==> src/rtl/popcount_accumulator.sv <==
// popcount_accumulator
//   Sums NUM_WORDS successive popcount words (one per valid/ready beat) into a
//   neuron pre-activation. It presents the sum together with a binary activation
//   bit (sum >= threshold, unsigned). The threshold is sampled with word 0 of
//   each group.
//
// Ports
//   clk, rst    rising-edge clock, asynchronous active-high reset
//   flush       synchronous abort: drops the partial group and any held result
//   count       popcount word from popcount_tree (CNT_SIZE bits)
//   in_valid    count is valid
//   in_ready    stage can accept count this cycle
//   threshold   activation threshold (ACC_SIZE bits)
//   out_valid   result is valid
//   out_ready   consumer accepts the result
//   out_sum     accumulated group sum (ACC_SIZE bits)
//   out_bit     out_sum >= sampled threshold
//   busy        a group is partially accumulated
module popcount_accumulator #(
  parameter int CNT_SIZE  = 5,
  parameter int NUM_WORDS = 4,
  parameter int ACC_SIZE  = 7,
  parameter int IDX_SIZE  = 2
) (
  input  logic                clk,
  input  logic                rst,
  input  logic                flush,
  input  logic [CNT_SIZE-1:0] count,
  input  logic                in_valid,
  output logic                in_ready,
  input  logic [ACC_SIZE-1:0] threshold,
  output logic                out_valid,
  input  logic                out_ready,
  output logic [ACC_SIZE-1:0] out_sum,
  output logic                out_bit,
  output logic                busy
);

  typedef enum logic {ACC, HOLD} state_t;

  localparam logic [IDX_SIZE-1:0] LAST_IDX = IDX_SIZE'(NUM_WORDS - 1);

  state_t              state, state_next;
  logic [ACC_SIZE-1:0] acc;
  logic [ACC_SIZE-1:0] thr_q;
  logic [IDX_SIZE-1:0] word_idx;

  logic                drain;
  logic                beat;
  logic                first;
  logic                last;
  logic [ACC_SIZE-1:0] sum_c;
  logic [ACC_SIZE-1:0] thr_c;

  assign busy = (word_idx != '0);

  always_comb begin
    drain      = (state == HOLD) && out_ready;
    in_ready   = (state == ACC) || drain;
    beat       = in_valid && in_ready && !flush;
    first      = (word_idx == '0);
    last       = (word_idx == LAST_IDX);
    // Word 0 starts a fresh sum and compares against the live threshold, so a
    // single-word group never sees a stale accumulator or stale thr_q.
    sum_c      = first ? ACC_SIZE'(count) : acc + ACC_SIZE'(count);
    thr_c      = first ? threshold : thr_q;
    state_next = state;
    if (flush)
      state_next = ACC;
    else if (beat && last)
      state_next = HOLD;
    else if (drain)
      state_next = ACC;
  end

  always_ff @(posedge clk or posedge rst) begin
    if (rst)
      state <= ACC;
    else
      state <= state_next;
  end

  always_ff @(posedge clk or posedge rst) begin
    if (rst) begin
      acc       <= '0;
      thr_q     <= '0;
      word_idx  <= '0;
      out_valid <= 1'b0;
      out_sum   <= '0;
      out_bit   <= 1'b0;
    end else if (flush) begin
      acc       <= '0;
      word_idx  <= '0;
      out_valid <= 1'b0;
    end else begin
      if (drain)
        out_valid <= 1'b0;
      if (beat) begin
        if (first)
          thr_q <= threshold;
        if (last) begin
          // Overrides the drain above when a new group completes in the same cycle.
          out_sum   <= sum_c;
          out_bit   <= (sum_c >= thr_c);
          out_valid <= 1'b1;
          word_idx  <= '0;
          acc       <= '0;
        end else begin
          acc      <= sum_c;
          word_idx <= word_idx + IDX_SIZE'(1);
        end
      end
    end
  end

endmodule
==> config.mk <==
export PLATFORM = sky130hd
export DESIGN_NAME = popcount_accumulator
export DESIGN_NICKNAME = d
export VERILOG_FILES = /design/src/rtl/popcount_accumulator.sv
export SDC_FILE = /design/constraint.sdc
export NUM_CORES = 1
export LEC_CHECK = 0
export CAP_MARGIN = 10
export CORE_ASPECT_RATIO = 0.5
export CORE_MARGIN = 1
export CORE_UTILIZATION = 45
export DETAILED_ROUTE_END_ITERATION = 8
export PLACE_DENSITY = 0.71
export SLEW_MARGIN = 30
export SYNTH_ARGS = -nofsm -noshare
export SYNTH_HDL_FRONTEND = slang
export SYNTH_SLANG_ARGS = --single-unit
==> constraint.sdc <==
create_clock -name clk -period 7.14 [get_ports clk]
set_clock_uncertainty 0.2 [all_clocks]
set_input_delay 0.714 -clock clk [delete_from_list [all_inputs] [get_ports clk]]
set_output_delay 0.714 -clock clk [all_outputs]
set_load 0.01 [all_outputs]
==> results of run 1 <==
worst max-delay path: stages:
cell and delay [ps]:
sky130_fd_sc_hd__clkdlybuf4s50_1 420, sky130_fd_sc_hd__ha_1 230, sky130_fd_sc_hd__fa_1 410, sky130_fd_sc_hd__a21oi_1 230, sky130_fd_sc_hd__o22ai_1 180, sky130_fd_sc_hd__xnor2_1 230, sky130_fd_sc_hd__nor2_1 70, sky130_fd_sc_hd__ha_1 360
sky130_fd_sc_hd__a21oi_1 160, sky130_fd_sc_hd__nand3_1 90, sky130_fd_sc_hd__nor2_1 90, sky130_fd_sc_hd__a21oi_1 80
per-layer routing:
metal	wire, um	global-route usage	up-vias	part of all wire
met5	0	0	-	0
met4	21	0.0400	0	0.0070
met3	129	0.0419	2	0.043
met2	1200	0.267	22	0.40
met1	1660	0.269	570	0.55
li1	-	-	630	-
power by group:
group	switching [mW]	internal, mW	total (mW)
logic	0.0719	0.0690	0.141
registers	0.0142	0.170	0.184
clock network	0.0442	0.0378	0.0820
total	0.130	0.277	0.407
cells in the final DEF, fill, tap and decap left out, types with 2 or more instances in the layout:
cell,synthesis,routed
sky130_fd_sc_hd__nor4b_1,2,2
sky130_fd_sc_hd__a22o_1,3,3
sky130_fd_sc_hd__ha_1,14,13
sky130_fd_sc_hd__clkdlybuf4s50_1,0,27
sky130_fd_sc_hd__nand4_1,3,3
sky130_fd_sc_hd__mux2_2,7,7
sky130_fd_sc_hd__nor2_1,14,14
sky130_fd_sc_hd__nand3b_1,2,2
sky130_fd_sc_hd__xnor2_1,3,3
sky130_fd_sc_hd__clkbuf_8,0,3
sky130_fd_sc_hd__a21oi_1,15,15
sky130_fd_sc_hd__o21ai_0,6,6
sky130_fd_sc_hd__inv_2,1,2
sky130_fd_sc_hd__dfrtp_1,26,26
sky130_fd_sc_hd__inv_1,8,7
sky130_fd_sc_hd__mux2i_1,6,6
sky130_fd_sc_hd__a31oi_1,4,4
sky130_fd_sc_hd__a21o_1,2,2
sky130_fd_sc_hd__o31ai_1,2,2
sky130_fd_sc_hd__nand3_1,9,9
sky130_fd_sc_hd__nand2_1,11,11
cells in the mapped netlist, types with 2 or more instances:
master                     count  share of area
sky130_fd_sc_hd__a21o_1        2         0.0095
sky130_fd_sc_hd__a21oi_1      15          0.048
sky130_fd_sc_hd__a22o_1        3          0.017
sky130_fd_sc_hd__a31oi_1       4          0.016
sky130_fd_sc_hd__buf_2         2         0.0063
sky130_fd_sc_hd__dfrtp_1      26           0.41
sky130_fd_sc_hd__ha_1         14           0.11
sky130_fd_sc_hd__inv_1         8          0.019
sky130_fd_sc_hd__mux2_2        7          0.050
sky130_fd_sc_hd__mux2i_1       6          0.038
sky130_fd_sc_hd__nand2_1      11          0.026
sky130_fd_sc_hd__nand3_1       9          0.029
sky130_fd_sc_hd__nand3b_1      2         0.0095
sky130_fd_sc_hd__nand4_1       3          0.012
sky130_fd_sc_hd__nor2_1       14          0.033
sky130_fd_sc_hd__nor4b_1       2          0.011
sky130_fd_sc_hd__o21ai_0       6          0.019
sky130_fd_sc_hd__o31ai_1       2         0.0095
sky130_fd_sc_hd__xnor2_1       3          0.017
final timing paths:
path	from	endpoint	slack [ps]	cells past startpoint
max	count[0]	out_bit	3840	12
max reg2reg	acc[0]	out_bit	4340	11
max in group asynchronous	rst	thr_q[3]	5770	2
min in group asynchronous	rst	thr_q[0]	600	2
min reg2reg	acc[0]	acc[0]	290	2
min	acc[0]	acc[0]	290	2
per-stage QoR:
| step | cells | hold WS, ps |
|---|---|---|
| final | 232 | 292 |
| after global routing | 232 | 317 |
| after CTS | 232 | 296 |
| after detailed placement | 229 | 270 |
| after global placement | 229 | 265 |
| after floorplan | 159 | 254 |
logic make-up (layout without fill, tap and decap cells):
kind of cell	after synthesis	in the layout	share of synthesized area
AOI/OAI and AO/OA	38	38	0.154
xor gates and xnor gates	3	3	0.0166
adders and majority gates	15	15	0.124
buffers and inverters	14	39	0.0404
DFF	26	26	0.412
muxes	13	13	0.0880
and+or+nand+nor	50	50	0.166
state kept, by name (all words and copies together) (netlist names):
signal / count
out_valid: 1
out_bit: 1
word_idx: 2
thr_q: 7
state: 1
acc: 7
out_sum: 7
layout make-up:
| cell class | instances | area (um2) | area share |
|---|---|---|---|
| multi-input combinational | 119 | 867 | 0.451 |
| inverter | 9 | 33.8 | 0.0176 |
| tap | 48 | 60.1 | 0.0312 |
| timing repair buffer | 27 | 270 | 0.141 |
| sequential | 26 | 651 | 0.338 |
| clock buffer | 3 | 41.3 | 0.0215 |
==> tab_implementation.tex, run 1 <==
\begin{tabular}{lr}
\hline
Metric & Value \\
\hline
\multicolumn{2}{l}{\textbf{Detailed routing}} \\
Detailed-route wire length per cell & 13.0 um \\
Routed via count & 1224 \\
DRC Markers & 0 \\
Detailed-route wire length & 3.01 mm \\
Iteration-0 DRC Markers & 44 \\
Detailed-route vias per instance & 5.28 \\
Number of detailed-route iterations in the first pass & 4 \\
Antenna viol nets, final & 0 \\
\multicolumn{2}{l}{\textbf{Synthesis}} \\
Post-synth EDFFs & 0 \\
Number of synthesized register bits & 26 \\
Nets in the synthesized netlist & 191 \\
Most frequently used flop master after synthesis & sky130\_fd\_sc\_hd\_\_dfrtp\_1 \\
Number of unique standard cell types used by synthesis & 39 \\
Part of the Yosys area used for sequential elements & 0.412 \\
Synthesized cell area & 1580 um2 \\
Mapped Avg Cell Area & 9.93 um2 \\
Yosys warning count & 0 \\
Fraction of registers with async set/reset & 1.00 \\
Number of standard cells after synthesis & 159 \\
\multicolumn{2}{l}{\textbf{CTS}} \\
Quantity of gates resized following cts & 0 \\
Hold bufs inserted after CTS & 0 \\
Library cell used as clock root buffer & sky130\_fd\_sc\_hd\_\_clkbuf\_8 \\
Number of buffers added by the clock tree synthesis step & 3 \\
Clk slew on worst S/H paths & 90 ps \\
Number of buffers inserted to repair setup after CTS & 0 \\
Worst-Skew Late Latency & 270 ps \\
TritonCTS sink count & 26 \\
CTS tree & built \\
CTS HTree Levels & 1 \\
Maximum root-to-sink buffer count & 2 \\
\multicolumn{2}{l}{\textbf{Final layout}} \\
Area added between synthesis and finish & 21.8\% \\
Antenna diode count & 0 \\
Fraction of layout instances using a drive strength above 1 & 0.0924 \\
Number of inserted filler cells in the final layout & 275 \\
Post-Layout Inst Area & 1920 um2 \\
Final Util & 0.607 \\
Number of nets in the layout & 218 \\
\multicolumn{2}{l}{\textbf{Die}} \\
Vertical extent of the die & 43.9 um \\
I/O pin cnt & 28 \\
Initial Util & 0.498 \\
Core footprint & 3170 um2 \\
Row count & 14 \\
Total Die Area & 3760 um2 \\
Width of the die & 85.8 um \\
\multicolumn{2}{l}{\textbf{STA}} \\
Number of hold violations in the final report & 0 \\
Setup WS post-layout & 3840 ps \\
Transition time at the pin with the least slew margin & 917 ps \\
Clock period minus worst slack & 3300 ps \\
Setup repair after global routing missed its margin & no \\
Relative slew margins & 0.386 \\
Number of endpoints failing setup at the final stage & 0 \\
Total Negative Setup Slacks & 0 ps \\
Fin crit share & 0.462 \\
Max Freq & 303 MHz \\
Pins Over Slew Limit & 0 \\
\multicolumn{2}{l}{\textbf{Worst setup path}} \\
Worst Setup Start Kind & primary input \\
Nature of the critical path endpoint & register \\
Critical path fanouts, max & 4 \\
Crit path kind & primary input to register \\
Required time of the critical path & 7100 ps \\
Critical path arrival & 3260 ps \\
\multicolumn{2}{l}{\textbf{Worst hold path}} \\
Path category of the worst min-delay check & register to register \\
\multicolumn{2}{l}{\textbf{Placement}} \\
Number of port buffers & 27 \\
Detailed placement HPWL & 2.33 mm \\
Setup Slack @ Placement & 3570 ps \\
GPL Wtd Cong & 0.836 \\
DP Area & 1880 um2 \\
\multicolumn{2}{l}{\textbf{GRT}} \\
Pin count of the biggest net entering global routing & 27 \\
Congestion Overflow GR & 0 \\
Wire length of the first global-routing pass & 5.06 mm \\
Total track usage & 0.180 \\
Number of antenna violations at the first check in global routing & 0 \\
Number of global-route vias before repair & 1072 \\
\multicolumn{2}{l}{\textbf{Power}} \\
Total power draw & 407 uW \\
PD cells & 212 nW/um2 \\
Pleak & 0.853 nW \\
Peak supply drop & 0.133 mV \\
\multicolumn{2}{l}{\textbf{Run status}} \\
Result of the run & finished, final reports clean \\
\multicolumn{2}{l}{\textbf{Run}} \\
Maximum Capacitance Violations & 0 \\
\hline
\end{tabular}
No activity file was read; power rests on OpenSTA's default activity.
==> inputs of run 2 (changes only) <==
==> constraint.sdc (replaced) <==
create_clock -name clk -period 3.1 [get_ports clk]
set_clock_uncertainty 0.2 [all_clocks]
set_input_delay 0.31 -clock clk [delete_from_list [all_inputs] [get_ports clk]]
set_output_delay 0.31 -clock clk [all_outputs]
set_load 0.01 [all_outputs]
==> tab_implementation.tex, run 2 (synthesis results as in run 1) <==
\begin{tabular}{lr}
\hline
Metric & Value \\
\hline
\multicolumn{2}{l}{\textbf{Run status}} \\
Result of the run & finished, final reports clean \\
\multicolumn{2}{l}{\textbf{Die}} \\
Total Die Area & 3760 um2 \\
Row count & 14 \\
Initial Util & 0.498 \\
Vertical extent of the die & 43.9 um \\
Width of the die & 85.8 um \\
I/O pin cnt & 28 \\
Core footprint & 3170 um2 \\
\multicolumn{2}{l}{\textbf{Final layout}} \\
Final Util & 0.618 \\
Area added between synthesis and finish & 24.0\% \\
Final Non-Filler Cells & 237 \\
Number of nets in the layout & 223 \\
Area taken by multi-input logic gates & 865 um2 \\
Commonest cells after routing, fill and taps aside & 27 x sky130\_fd\_sc\_hd\_\_clkdlybuf4s50\_1, 26 x sky130\_fd\_sc\_hd\_\_dfrtp\_1, 15 x sky130\_fd\_sc\_hd\_\_a21oi\_1 \\
Area taken by flip-flops and latches & 651 um2 \\
Antenna diode count & 0 \\
Number of inserted filler cells in the final layout & 292 \\
Registers with the highest flip-flop counts & acc: 7 flops, out\_sum: 7 flops, thr\_q: 7 flops \\
Fraction of layout instances using a drive strength above 1 & 0.106 \\
Most common cell after layout, fill and taps aside & sky130\_fd\_sc\_hd\_\_clkdlybuf4s50\_1 \\
\multicolumn{2}{l}{\textbf{CTS}} \\
Number of buffers added by the clock tree synthesis step & 3 \\
CTS tree & built \\
CTS HTree Levels & 1 \\
Maximum root-to-sink buffer count & 2 \\
TritonCTS sink count & 26 \\
Number of buffers inserted to repair setup after CTS & 0 \\
Library cell used as clock root buffer & sky130\_fd\_sc\_hd\_\_clkbuf\_8 \\
Quantity of gates resized following cts & 0 \\
Clk slew on worst S/H paths & 90 ps \\
Worst-Skew Late Latency & 270 ps \\
Hold bufs inserted after CTS & 0 \\
\multicolumn{2}{l}{\textbf{Worst setup path}} \\
Required time of the critical path & 3060 ps \\
Worst Setup Start Kind & primary input \\
Nature of the critical path endpoint & register \\
Crit path kind & primary input to register \\
Critical path arrival & 2810 ps \\
Critical path fanouts, max & 4 \\
\multicolumn{2}{l}{\textbf{STA}} \\
Number of endpoints failing setup at the final stage & 0 \\
Number of hold violations in the final report & 0 \\
Clock period minus worst slack & 2850 ps \\
Relative slew margins & 0.591 \\
Max Freq & 351 MHz \\
Total Negative Setup Slacks & 0 ps \\
Setup repair after global routing missed its margin & no \\
Pins Over Slew Limit & 0 \\
Transition time at the pin with the least slew margin & 604 ps \\
Fin crit share & 0.918 \\
\multicolumn{2}{l}{\textbf{Detailed routing}} \\
Detailed-route wire length & 3.21 mm \\
Iteration-0 DRC Markers & 43 \\
Detailed-route vias per instance & 5.22 \\
Antenna viol nets, final & 0 \\
Routed via count & 1236 \\
Number of detailed-route iterations in the first pass & 4 \\
Detailed-route wire length per cell & 13.5 um \\
DRC Markers & 0 \\
\multicolumn{2}{l}{\textbf{GRT}} \\
Number of antenna violations at the first check in global routing & 0 \\
Congestion Overflow GR & 0 \\
Pin count of the biggest net entering global routing & 27 \\
Total track usage & 0.195 \\
Wire length of the first global-routing pass & 5.51 mm \\
Number of global-route vias before repair & 1123 \\
\multicolumn{2}{l}{\textbf{Power}} \\
Switch share & 0.322 \\
Share of power burned in registers & 0.447 \\
Pleak & 0.879 nW \\
Clk network pwr share & 0.201 \\
Comb power frac & 0.352 \\
Total power draw & 951 uW \\
PD cells & 486 nW/um2 \\
Peak supply drop & 0.393 mV \\
Net switching power of the design & 306 uW \\
Internal Dissipation & 644 uW \\
\multicolumn{2}{l}{\textbf{Placement}} \\
Detailed placement HPWL & 2.49 mm \\
Number of port buffers & 27 \\
Cell total after placement & 234 \\
GPL Wtd Cong & 0.824 \\
\multicolumn{2}{l}{\textbf{Worst hold path}} \\
Path category of the worst min-delay check & primary input to async pin \\
\multicolumn{2}{l}{\textbf{Run}} \\
Maximum Capacitance Violations & 0 \\
\hline
\end{tabular}
[run 2: cell types whose count changed in the layout (fill, tap and decap cells not counted)]
cell	delta
sky130_fd_sc_hd__inv_1	+1
sky130_fd_sc_hd__ha_2	-1
sky130_fd_sc_hd__ha_1	+1
sky130_fd_sc_hd__buf_4	+5
sky130_fd_sc_hd__inv_2	-1
[run 2: metrics by stage]
stage	instance area, um2	worst slack (ps)	hold WS, ps
3_5_place_dp	1920	-8.20	281
4_1_cts	1960	275	191
3_3_place_gp	1920	79.8	264
2_1_floorplan	1580	554	150
6_report	1960	254	177
5_1_grt	1960	85.3	214
[run 2: power groups by stage]
stage	clock, mW	sequential (mW)	combinational [mW]
after global placement	0	0.429	0.325
after CTS	0.201	0.425	0.336
after floorplan	0	0.435	0.209
final	0.191	0.425	0.334
after detailed placement	0	0.432	0.335
after global routing	0.211	0.432	0.373
[run 2: per-layer routing]
layer / up-vias / track usage / share of wire
met3: 5 / 0.0400 / 0.026
li1: 639 / - / -
met2: 17 / 0.307 / 0.42
met1: 575 / 0.279 / 0.54
met4: 0 / 0.0500 / 0.010
met5: - / 0 / 0
[run 2: worst paths after layout]
path	startpoint	slack (ps)	depth (start not counted)	to
worst max register to register	acc[0]	350	11	out_bit
worst max-delay path	count[0]	250	12	out_bit
worst min register to register	out_sum[0]	300	2	out_sum[0]
worst min-delay path	rst	180	3	out_valid
max in group asynchronous	rst	2280	3	thr_q[3]
min in group clk	out_sum[0]	300	2	out_sum[0]
[run 2: critical path: stages]
cell and delay, ps:
sky130_fd_sc_hd__clkdlybuf4s50_1 430, sky130_fd_sc_hd__ha_1 240, sky130_fd_sc_hd__fa_1 400, sky130_fd_sc_hd__a21oi_1 190, sky130_fd_sc_hd__o22ai_1 160, sky130_fd_sc_hd__xnor2_1 230
sky130_fd_sc_hd__nor2_1 70, sky130_fd_sc_hd__ha_1 340, sky130_fd_sc_hd__a21oi_1 160, sky130_fd_sc_hd__nand3_1 90, sky130_fd_sc_hd__nor2_1 110, sky130_fd_sc_hd__a21oi_1 80
[run 2: cell type report]
class	instances	share of cell area
sequential	26	0.332
timing repair buffer	32	0.157
multi-input combinational	119	0.442
clock buffer	3	0.0211
inverter	9	0.0173
tap	48	0.0307
